[config.mk]
export PLATFORM = sky130hd
export DESIGN_NAME = trdb_packet_reader
export DESIGN_NICKNAME = d
export VERILOG_FILES = /design/src/rtl/trdb_packet_reader.sv
export SDC_FILE = /design/constraint.sdc
export NUM_CORES = 1
export LEC_CHECK = 0
export BUFFER_PORTS_ARGS = -buffer_cell sky130_fd_sc_hd__buf_2
export CAP_MARGIN = 0
export CORE_MARGIN = 10
export CORE_UTILIZATION = 53
export DETAILED_ROUTE_END_ITERATION = 10
export GPL_TIMING_DRIVEN = 0
export PLACE_DENSITY = 0.79
export SLEW_MARGIN = 10
export SYNTH_ARGS = -nofsm -noshare
export SYNTH_HDL_FRONTEND = slang
export SYNTH_SLANG_ARGS = --single-unit
[constraint.sdc]
create_clock -name clk_i -period 2.39 [get_ports clk_i]
set_input_delay 0.1195 -clock clk_i [delete_from_list [all_inputs] [get_ports clk_i]]
set_output_delay 0.1195 -clock clk_i [all_outputs]
set_load 0.05 [all_outputs]
[src/rtl/trdb_packet_reader.sv]
// Reassembles a byte-serialised trace packet stream (header + payload) into a parallel word.
// Optional packet/drop counters are enabled with `TRDB_PACKET_READER_CNT_EN.
module trdb_packet_reader #(
    parameter int PAYLOAD_BYTES = 16
) (
    input  logic                       clk_i,
    input  logic                       reset_i,
    input  logic                       byte_valid_i,
    input  logic [7:0]                 byte_i,
    output logic                       byte_ready_o,
    output logic                       pkt_valid_o,
    input  logic                       pkt_ready_i,
    output logic [4:0]                 pkt_len_o,
    output logic [1:0]                 pkt_flow_o,
    output logic [8*PAYLOAD_BYTES-1:0] pkt_payload_o,
    output logic                       err_oversize_o
`ifdef TRDB_PACKET_READER_CNT_EN
    ,
    output logic [31:0]                pkt_count_o,
    output logic [31:0]                drop_count_o
`endif
);

    localparam logic [4:0] MAX_LEN = 5'(PAYLOAD_BYTES);

    typedef enum logic [1:0] {IDLE, PAYLOAD, DROP, OUTPUT} state_t;

    state_t                     state_q, state_d;
    logic [4:0]                 len_q, len_d;
    logic [1:0]                 flow_q, flow_d;
    logic [8*PAYLOAD_BYTES-1:0] payload_q, payload_d;
    logic [4:0]                 idx_q, idx_d;
    logic [4:0]                 drop_q, drop_d;
    logic                       err_q, err_d;
    logic                       byte_fire;
    logic [4:0]                 hdr_len;
    logic                       hdr_unused;

    // Header bit 7 carries no meaning for the reader.
    assign hdr_unused = byte_i[7];

    assign byte_ready_o   = !reset_i && (state_q != OUTPUT);
    assign byte_fire      = byte_valid_i && byte_ready_o;
    assign hdr_len        = byte_i[4:0];
    assign pkt_valid_o    = (state_q == OUTPUT);
    assign pkt_len_o      = len_q;
    assign pkt_flow_o     = flow_q;
    assign pkt_payload_o  = payload_q;
    assign err_oversize_o = err_q;

    always_comb begin
        state_d   = state_q;
        len_d     = len_q;
        flow_d    = flow_q;
        payload_d = payload_q;
        idx_d     = idx_q;
        drop_d    = drop_q;
        err_d     = 1'b0;
        case (state_q)
            IDLE: begin
                // A zero-length header is link filler and is simply swallowed.
                if (byte_fire && hdr_len != 5'd0) begin
                    if (hdr_len <= MAX_LEN) begin
                        len_d     = hdr_len;
                        flow_d    = byte_i[6:5];
                        payload_d = '0;
                        idx_d     = 5'd0;
                        state_d   = PAYLOAD;
                    end else begin
                        err_d   = 1'b1;
                        drop_d  = hdr_len;
                        state_d = DROP;
                    end
                end
            end
            PAYLOAD: begin
                if (byte_fire) begin
                    for (int k = 0; k < PAYLOAD_BYTES; k++) begin
                        if (idx_q == 5'(k)) begin
                            payload_d[8*k +: 8] = byte_i;
                        end
                    end
                    idx_d = idx_q + 5'd1;
                    if (idx_q == len_q - 5'd1) begin
                        state_d = OUTPUT;
                    end
                end
            end
            DROP: begin
                if (byte_fire) begin
                    drop_d = drop_q - 5'd1;
                    if (drop_q == 5'd1) begin
                        state_d = IDLE;
                    end
                end
            end
            OUTPUT: begin
                if (pkt_ready_i) begin
                    state_d = IDLE;
                end
            end
            default: state_d = IDLE;
        endcase
    end

    always_ff @(posedge clk_i) begin
        if (reset_i) begin
            state_q   <= IDLE;
            len_q     <= 5'd0;
            flow_q    <= 2'd0;
            payload_q <= '0;
            idx_q     <= 5'd0;
            drop_q    <= 5'd0;
            err_q     <= 1'b0;
        end else begin
            state_q   <= state_d;
            len_q     <= len_d;
            flow_q    <= flow_d;
            payload_q <= payload_d;
            idx_q     <= idx_d;
            drop_q    <= drop_d;
            err_q     <= err_d;
        end
    end

`ifdef TRDB_PACKET_READER_CNT_EN
    logic [31:0] pkt_cnt_q, pkt_cnt_d;
    logic [31:0] drop_cnt_q, drop_cnt_d;

    always_comb begin
        pkt_cnt_d  = pkt_cnt_q;
        drop_cnt_d = drop_cnt_q;
        if (pkt_valid_o && pkt_ready_i) begin
            pkt_cnt_d = pkt_cnt_q + 32'd1;
        end
        if (err_d) begin
            drop_cnt_d = drop_cnt_q + 32'd1;
        end
    end

    always_ff @(posedge clk_i) begin
        if (reset_i) begin
            pkt_cnt_q  <= 32'd0;
            drop_cnt_q <= 32'd0;
        end else begin
            pkt_cnt_q  <= pkt_cnt_d;
            drop_cnt_q <= drop_cnt_d;
        end
    end

    assign pkt_count_o  = pkt_cnt_q;
    assign drop_count_o = drop_cnt_q;
`endif

endmodule

==> results.sh, run 1 <==
export IMPL_wl_per_cell_microns=19.1
export IMPL_max_clock_freq_mhz=433
export IMPL_core_sq_mm=0.0114
export IMPL_status="finished, final reports clean"
export IMPL_fin_crit_sh=0.965
export IMPL_fin_skew_ns=0.00900
export IMPL_dp_slack_ns=-0.00621
export IMPL_switching_share=0.234
export IMPL_insertion_delay_ns=0.42
export IMPL_cts_sinks=148
export IMPL_grt_max_degree=17
export IMPL_peakVddDrop_v=0.000513
export IMPL_via_per_inst=5.50
export IMPL_gp_congestion=0.894
export IMPL_numCtsBuffers=17
export IMPL_start_util=0.541
export IMPL_synthArstFlopShare=0
export IMPL_r2r_setup_slack_ns=0.08
export IMPL_synth_mux_area_frac=0.156
export IMPL_first_iter_violations=302
export IMPL_grt_pass1_vias=5240
export IMPL_postRouteAntennaNets=0
export IMPL_syn_nets=631
export IMPL_fin_util=0.679
export IMPL_synthTopCellsByArea="dfxtp_1, mux2i_1, nand2b_1"
export IMPL_dieArea_sq_mm=0.0163
export IMPL_crit_fanout=10
export IMPL_route_detailed_drc=0
export IMPL_grt_pass1_wl_mm=28.0
export IMPL_seqPwrFrac=0.445
export IMPL_critPathKind="reg2reg"
export IMPL_p_int_mw=4.33
export IMPL_yosysTopAreaCell="dfxtp_1"
export IMPL_seq_area_frac_synth=0.481
export IMPL_min_period_ns=2.31
export IMPL_path_clk_slew_ns=0.06
export IMPL_final_max_slew_viol_count=0
export IMPL_synth_top_cell_area_share=0.481
export IMPL_power_switching_mw=1.32
export IMPL_vias=5143
export IMPL_ys_ff_latch=148
export IMPL_rows=39
export IMPL_worstPathRequired_ns=2.65
export IMPL_finalPower_mw=5.66
export IMPL_synth_edff_count=0
export IMPL_yosys_area_share_adder=0.0163
export IMPL_pwr_share_comb=0.082
export IMPL_relSlewSlack=0.543
export IMPL_hold_class="in2reg"
export IMPL_pwr_share_clk=0.474
export IMPL_antennaDiodeCount=0
export IMPL_syn_area_sq_mm=0.00615
export IMPL_drv_cap=0
export IMPL_yosysUniqueCellTypes=50
export IMPL_synth_ff_type="dfxtp_1"
export IMPL_fin_ws_ns=0.0832
export IMPL_start_kind="flop"
export IMPL_htreeDepth=4
export IMPL_synth_cells=611
export IMPL_die_h_microns=128
export IMPL_wl_mm=17.9
export IMPL_hpwl_mm=12.8
export IMPL_power_density_mw_per_mm2=733
export IMPL_tritoncts="done"
export IMPL_finalSetupTns_ns=0
export IMPL_setup_violations=0
export IMPL_arrival_ns=2.57
export IMPL_root_buffer="clkbuf_16"
export IMPL_portBuffers=148
export IMPL_crit_path_end_kind="flop"
export IMPL_overflow=0
export IMPL_yosys_area_share_simple=0.188
export IMPL_synth_compound_area_frac=0.110
export IMPL_rsz0062_at_grt="yes"
export IMPL_cts_path_max_buffers=2
export IMPL_p_leak_nw=3.34
export IMPL_finish_net_count=801
export IMPL_drtPass1Iterations=5
export IMPL_yosysWarningCount=0
export IMPL_syn_area_per_cell_sq_um=10.1
export IMPL_dp_cells=902
export IMPL_synth_xor_area_share=0.0114
export IMPL_hold_viol=0
export IMPL_die_w_microns=128
export IMPL_io_pins=150
export IMPL_synth_top_family_by_area="simple AND/OR/NAND/NOR gates"
export IMPL_drive_gt1_frac=0.259
export IMPL_grtUsageTotal=0.213
export IMPL_antenna_found_initial=0
export IMPL_stdcell_count=935
export IMPL_fill_cells=878
export IMPL_tightest_slew_ns=0.678
export IMPL_areaGrowthSynthToFinish_pct=25.4
[final cells by class]
class	instances	area, sq um	area share
Clock buffer	22	464	0.0602
Sequential cell	148	2960	0.384
Buffer	36	158	0.0204
Tap cell	143	179	0.0232
Timing Repair Buffer	151	768	0.0996
Clock inverter	8	126	0.0164
Multi-Input combinational cell	406	2980	0.386
Inverter	21	78.8	0.0102
[cell usage in the layout, fill, tap and decap left out, types with 8 or more instances in the layout]
cell type,Yosys,layout
dfxtp_1,148,148
ha_1,8,8
a21oi_1,21,21
buf_2,3,151
o21ai_0,16,16
a22o_1,9,9
nand3b_1,8,8
o32ai_1,10,10
nand2_1,41,41
inv_1,21,21
mux2i_1,96,96
nor2_1,16,16
nor3_1,8,8
nand2b_1,108,108
clkbuf_1,29,26
clkbuf_16,0,17
[cells in the mapped netlist (2+ instances only)]
cell type and instances:
dfxtp_1 148, nand2b_1 108, mux2i_1 96, nand2_1 41
clkbuf_1 29, a21oi_1 21, inv_1 21, nor2_1 16
o21ai_0 16, o32ai_1 10, a22o_1 9, ha_1 8
nand3b_1 8, nor3_1 8, o21ai_2 6, o22ai_1 6
nand3_1 5, xnor2_1 5, o211ai_1 4, and3_1 3
buf_2 3, o21ai_1 3, o21ai_4 3, xor2_1 3
a211oi_1 2, a21oi_4 2, buf_1 2, nand4_1 2
nor2b_1 2
[final timing paths]
| kind | from | to | cells after the start |
|---|---|---|---|
| worst max register to register | state_q[1] | pkt_payload_o[84] | 7 |
| worst min register to register | pkt_flow_o[1] | pkt_flow_o[1] | 2 |
| worst min-delay path | byte_i[1] | pkt_len_o[1] | 3 |
| worst max-delay path | state_q[1] | pkt_payload_o[84] | 7 |
[flip-flops by register name (all words and copies together) (netlist names)]
| register | count |
|---|---|
| err_oversize_o | 1 |
| pkt_payload_o | 128 |
| drop_q | 5 |
| pkt_len_o | 5 |
| state_q | 2 |
| pkt_flow_o | 2 |
| idx_q | 5 |
[per-stage QoR]
stage | hold slack, ns | cell area, sq um
after CTS | 0.0218 | 7690
after global routing | 0.0137 | 7720
after global placement | 0.382 | 7070
after floorplan | 0.253 | 6150
after detailed placement | 0.382 | 7070
final | 0.0315 | 7720
[layer usage]
metal  routed length [microns]  track usage  share of wire
met1                      7340        0.249           0.41
met2                      8530        0.343           0.48
met3                      1730       0.0926          0.097
met4                       276       0.0669          0.015
met5                         0            0              0
[critical path, cell delays in order (launching register included)]
cell      delay, ns
dfxtp_1        0.31
buf_2          0.20
buf_1          0.44
nor3b_4        0.08
buf_4          0.19
nand2_1        0.22
clkbuf_1       0.54
o32ai_1        0.17
[cells by family (layout without fill, tap and decap cells)]
logic type,Yosys count,count (layout)
compound gates,91,91
xor+xnor,8,8
fa+ha+maj,8,8
buf+inv,57,238
flops,148,148
mux,96,96
simple gates,203,203
[power groups by stage]
stage	sequential [mW]	combinational [mW]	clock, mW
6_report	2.52	0.461	2.68
2_1_floorplan	2.64	0.260	0
4_1_cts	2.51	0.453	2.69
5_1_grt	2.52	0.490	2.83
3_5_place_dp	2.57	0.447	0
3_3_place_gp	2.57	0.439	0
[repair_timing]
item | in CTS | in global routing
setup buffers | 0 | 1
hold buffers | 2 | 0
endpoints found under the setup margin | 28 | 40
resized for setup | 1 | 14
hold endpoints to repair | 4 | 0
Power figures use the tool's default switching activity.
==> inputs of run 2 (changes only) <==
--- a/config.mk
+++ b/config.mk
@@ -6,12 +6,14 @@
 export NUM_CORES = 1
 export LEC_CHECK = 0
 export BUFFER_PORTS_ARGS = -buffer_cell sky130_fd_sc_hd__buf_2
-export CAP_MARGIN = 0
+export CAP_MARGIN = 20
+export CELL_PAD_IN_SITES_DETAIL_PLACEMENT = 1
+export CELL_PAD_IN_SITES_GLOBAL_PLACEMENT = 1
 export CORE_MARGIN = 10
-export CORE_UTILIZATION = 53
+export CORE_UTILIZATION = 41
 export DETAILED_ROUTE_END_ITERATION = 10
 export GPL_TIMING_DRIVEN = 0
-export PLACE_DENSITY = 0.79
+export PLACE_DENSITY_LB_ADDON = 0.1
 export SLEW_MARGIN = 10
 export SYNTH_ARGS = -nofsm -noshare
 export SYNTH_HDL_FRONTEND = slang
==> run 2 against run 1 <==
Clock skew increased by 0.0037 ns. Worst setup slack improved by 0.037 ns. Core utilization shrank 14 points. First-iteration DRC count down 32%. Hold slack gained 0.0040 ns. Critical path depth down 2. Via count about the same. Largest power group unchanged. Highest routed layer unchanged.
==> results.sh, run 2 (synthesized netlist as in run 1, its figures left out) <==
export IMPL_status="finished, final reports clean"
export IMPL_crit_reg2reg_launch="state_q[1]"
export IMPL_peakVddDrop_v=0.000505
export IMPL_antenna_found_initial=0
export IMPL_fin_util=0.536
export IMPL_hpwl_mm=14.6
export IMPL_max_clock_freq_mhz=441
export IMPL_final_cell_mix="buf_2, dfxtp_1, nand2b_1"
export IMPL_largest_reg_flops=128
export IMPL_power_density_mw_per_mm2=763
export IMPL_multi_input_area_sq_mm=0.00298
export IMPL_fin_ws_ns=0.120
export IMPL_drtPass1Iterations=4
export IMPL_htreeDepth=4
export IMPL_die_h_microns=143
export IMPL_finish_net_count=801
export IMPL_grt_pass1_wl_mm=31.8
export IMPL_dieArea_sq_mm=0.0203
export IMPL_grt_pass1_vias=5808
export IMPL_first_iter_violations=204
export IMPL_overflow=0
export IMPL_die_w_microns=143
export IMPL_vias=5138
export IMPL_cts_post_setup_buffers_inserted=0
export IMPL_fill_cells=1678
export IMPL_min_period_ns=2.27
export IMPL_relSlewSlack=0.523
export IMPL_setup_violations=0
export IMPL_grtUsageTotal=0.200
export IMPL_hold_viol=0
export IMPL_rsz0062_at_grt="yes"
export IMPL_crit_fanout=10
export IMPL_antennaDiodeCount=0
export IMPL_final_max_slew_viol_count=0
export IMPL_start_util=0.420
export IMPL_postRouteAntennaNets=0
export IMPL_wl_per_cell_microns=20.6
export IMPL_crit_path_end_kind="flop"
export IMPL_hold_path_startpoint="byte_i[1]"
export IMPL_drv_cap=0
export IMPL_fin_skew_ns=0.0127
export IMPL_worstPathRequired_ns=2.74
export IMPL_tritoncts="done"
export IMPL_p_leak_nw=3.38
export IMPL_io_pins=150
export IMPL_via_per_inst=5.25
export IMPL_arrival_ns=2.62
export IMPL_crit_start="state_q[1]"
export IMPL_grt_max_degree=17
export IMPL_critPathKind="reg2reg"
export IMPL_insertion_delay_ns=0.43
export IMPL_route_detailed_drc=0
export IMPL_core_sq_mm=0.0146
export IMPL_tightest_slew_ns=0.715
export IMPL_fin_crit_sh=0.950
export IMPL_regArea_sq_mm=0.00296
export IMPL_dp_slack_ns=-0.128
export IMPL_cts_path_max_buffers=2
export IMPL_gp_congestion=0.828
export IMPL_wl_mm=20.1
export IMPL_path_clk_slew_ns=0.06
export IMPL_cts_sinks=148
export IMPL_hold_class="in2reg"
export IMPL_drive_gt1_frac=0.270
export IMPL_areaGrowthSynthToFinish_pct=27.5
export IMPL_numCtsBuffers=17
export IMPL_start_kind="flop"
export IMPL_final_common_cell="buf_2"
export IMPL_portBuffers=148
export IMPL_rows=44
export IMPL_root_buffer="clkbuf_16"
## run 2: power by group
part / total, mW / switching (mW) / internal (mW)
Sequential: 2.51 / 0.0206 / 2.49
Combinational: 0.472 / 0.317 / 0.155
Clock: 3.00 / 1.10 / 1.90
Total: 5.99 / 1.44 / 4.55
## run 2: timing repair
action,4_1_cts,5_1_grt
endpoints found under the hold margin,5,0
endpoints found under the setup margin,80,100
gates resized for setup,2,21
gates cloned,0,0
hold buffers,3,0
## run 2: worst max-delay path, stage by stage, from the launching register on
cell and delay, ns:
dfxtp_1 0.30, buf_2 0.18, buf_1 0.44, o21ai_0 0.35, o21ai_2 0.65, mux2i_1 0.27
## run 2: final cells by class
cell class                      instances  share of cell area
Timing Repair Buffer                  151              0.0982
Clock inverter                         13              0.0281
Tap cell                              184              0.0293
Sequential cell                       148               0.378
Inverter                               21              0.0100
Clock buffer                           19              0.0564
Multi-Input combinational cell        406               0.380
Buffer                                 36              0.0207
## run 2: per-stage QoR
| stage | cell area, sq um | hold WS, ns | setup TNS [ns] | power (mW) | instances |
|---|---|---|---|---|---|
| 6_report | 7850 | 0.0355 | 0 | 5.99 | 978 |
| 5_1_grt | 7850 | 0.0287 | -0.546 | 6.18 | 978 |
| 4_1_cts | 7830 | 0.0147 | 0 | 6.04 | 978 |
| 3_5_place_dp | 7120 | 0.382 | -4.00 | 3.03 | 943 |
| 3_3_place_gp | 7120 | 0.389 | -3.03 | 3.02 | 943 |
| 2_1_floorplan | 6150 | 0.253 | 0 | 2.89 | 611 |
## run 2: path summary, 6_finish.rpt
| kind | cells after the start | to | slack [ns] |
|---|---|---|---|
| hold / removal | 3 | pkt_len_o[1] | 0.04 |
| setup / recovery | 5 | pkt_payload_o[47] | 0.12 |
| hold reg to reg | 2 | pkt_flow_o[1] | 0.46 |
| setup reg to reg | 5 | pkt_payload_o[47] | 0.12 |
## run 2: metal layers
| layer | wire length [microns] | vias up | global-route usage |
|---|---|---|---|
| li1 | - | 2449 | - |
| met1 | 8100 | 2557 | 0.212 |
| met2 | 10400 | 118 | 0.356 |
| met3 | 1400 | 14 | 0.0804 |
| met4 | 200 | 0 | 0.0603 |
| met5 | 0 | - | 0 |
==> inputs of run 3 (changes only) <==
==> constraint.sdc (replaced) <==
create_clock -name clk_i -period 2.15 [get_ports clk_i]
set_input_delay 0.1075 -clock clk_i [delete_from_list [all_inputs] [get_ports clk_i]]
set_output_delay 0.1075 -clock clk_i [all_outputs]
set_load 0.05 [all_outputs]
==> run 3 against run 2 <==
Critical path depth did not move. First-iteration DRC count fell by 1.5%. Non-clock buffer count rose by 4. Count of clock-buffer cells in the layout did not move. Critical endpoint is now pkt_payload_o[115]. Largest power group unchanged.
==> results.sh, run 3 (synthesized netlist as in run 1, its figures left out) <==
export IMPL_status="finished, final reports clean"
export IMPL_htreeDepth=4
export IMPL_drv_cap=0
export IMPL_finalSetupTns_ns=0
export IMPL_die_h_microns=143
export IMPL_cts_path_max_buffers=2
export IMPL_insertion_delay_ns=0.43
export IMPL_cp_slowest_stage_delay_ns=0.46
export IMPL_peakVddDrop_v=0.000521
export IMPL_wl_met2_mm=10.5
export IMPL_arrival_ns=2.40
export IMPL_fin_ws_ns=0.101
export IMPL_fill_cells=1673
export IMPL_fin_crit_sh=0.953
export IMPL_crit_fanout=8
export IMPL_cp_cell_sequence="inv_1 -> nor3_1 -> nand2_1 -> o21ai_4 -> mux2i_1"
export IMPL_worst_path_max_delay_cell="o21ai_4"
export IMPL_wl_met1_mm=8.15
export IMPL_tritoncts="done"
export IMPL_fin_util=0.543
export IMPL_areaGrowthSynthToFinish_pct=29.3
export IMPL_io_pins=150
export IMPL_regArea_sq_mm=0.00296
export IMPL_route_detailed_drc=0
export IMPL_postRouteAntennaNets=0
export IMPL_relSlewSlack=0.531
export IMPL_setup_violations=0
export IMPL_largest_reg_flops=128
export IMPL_finish_net_count=805
export IMPL_drtPass1Iterations=4
export IMPL_root_buffer="clkbuf_16"
export IMPL_power_density_mw_per_mm2=838
export IMPL_final_common_cell="buf_2"
export IMPL_final_cell_mix="buf_2, dfxtp_1, nand2b_1"
export IMPL_tightest_slew_ns=0.698
export IMPL_critPathKind="reg2reg"
export IMPL_start_util=0.420
export IMPL_overflow=0
export IMPL_crit_path_end_kind="flop"
export IMPL_wl_mm=20.3
export IMPL_grtUsageTotal=0.201
export IMPL_multi_input_area_sq_mm=0.00304
export IMPL_stdcell_count=982
export IMPL_die_w_microns=143
export IMPL_dieArea_sq_mm=0.0203
export IMPL_grt_max_degree=17
export IMPL_gp_congestion=0.828
export IMPL_wl_met3_mm=1.39
export IMPL_hpwl_mm=14.6
export IMPL_hold_class="in2reg"
export IMPL_top_layer="met4"
export IMPL_finalPower_mw=6.67
export IMPL_final_max_slew_viol_count=0
export IMPL_antennaDiodeCount=0
export IMPL_dp_slack_ns=-0.368
export IMPL_fin_skew_ns=0.0136
export IMPL_cts_sinks=148
export IMPL_p_leak_nw=3.43
export IMPL_min_period_ns=2.05
export IMPL_path_buf_inv=1
export IMPL_start_kind="flop"
export IMPL_wl_per_cell_microns=20.7
export IMPL_grt_pass1_wl_mm=31.9
export IMPL_portBuffers=148
export IMPL_rows=44
export IMPL_grt_pass1_vias=5815
export IMPL_core_sq_mm=0.0146
export IMPL_numCtsBuffers=17
export IMPL_antenna_found_initial=0
export IMPL_first_iter_violations=201
export IMPL_worstPathRequired_ns=2.50
export IMPL_via_per_inst=5.25
export IMPL_drive_gt1_frac=0.281
export IMPL_path_clk_slew_ns=0.07
export IMPL_hold_viol=0
export IMPL_max_clock_freq_mhz=488
export IMPL_dp_cells=943
export IMPL_vias=5153
export IMPL_crit_family="simple AND/OR/NAND/NOR gates"
run 3: worst register-to-register path, stage by stage, from the launching register on:
cell and delay, ns:
dfxtp_1 0.43, inv_1 0.16, nor3_1 0.38, nand2_1 0.30, o21ai_4 0.46, mux2i_1 0.26
run 3: timing repair:
item,4_1_cts,5_1_grt
setup endpoints to repair,99,126
setup buffers,1,4
resized for setup,16,12
hold buffers,3,0
pin swaps,1,5
hold endpoints to repair,5,0
run 3: final timing paths:
check | from | end | slack (ns) | cells past startpoint
max | state_q[0] | pkt_payload_o[115] | 0.10 | 5
min | byte_i[1] | pkt_len_o[1] | 0.03 | 3
min reg2reg | pkt_flow_o[1] | pkt_flow_o[1] | 0.46 | 2
max reg2reg | state_q[0] | pkt_payload_o[115] | 0.10 | 5
run 3: cell type report:
| cell class | count | area share |
|---|---|---|
| Timing Repair Buffer | 156 | 0.103 |
| Sequential cell | 148 | 0.373 |
| Clock buffer | 19 | 0.0557 |
| Tap cell | 184 | 0.0289 |
| Buffer | 35 | 0.0204 |
| Multi-Input combinational cell | 406 | 0.382 |
| Inverter | 21 | 0.00991 |
| Clock inverter | 13 | 0.0277 |
run 3: per-layer routing:
layer / vias to the layer above / GRT usage
met5: - / 0
met2: 120 / 0.358
met1: 2561 / 0.212
met4: 0 / 0.0597
met3: 17 / 0.0804
li1: 2455 / -
run 3: metrics by stage:
stage          instance area (sq um)  hold slack, ns
2_1_floorplan                   6150           0.241
3_3_place_gp                    7120           0.377
3_5_place_dp                    7120           0.370
4_1_cts                         7870         0.00273
5_1_grt                         7950          0.0167
6_report                        7950          0.0264
run 3: power breakdown:
group | total, mW | switching [mW] | internal (mW)
Clock | 3.33 | 1.22 | 2.11
Combinational | 0.545 | 0.360 | 0.185
Sequential | 2.80 | 0.0227 | 2.77
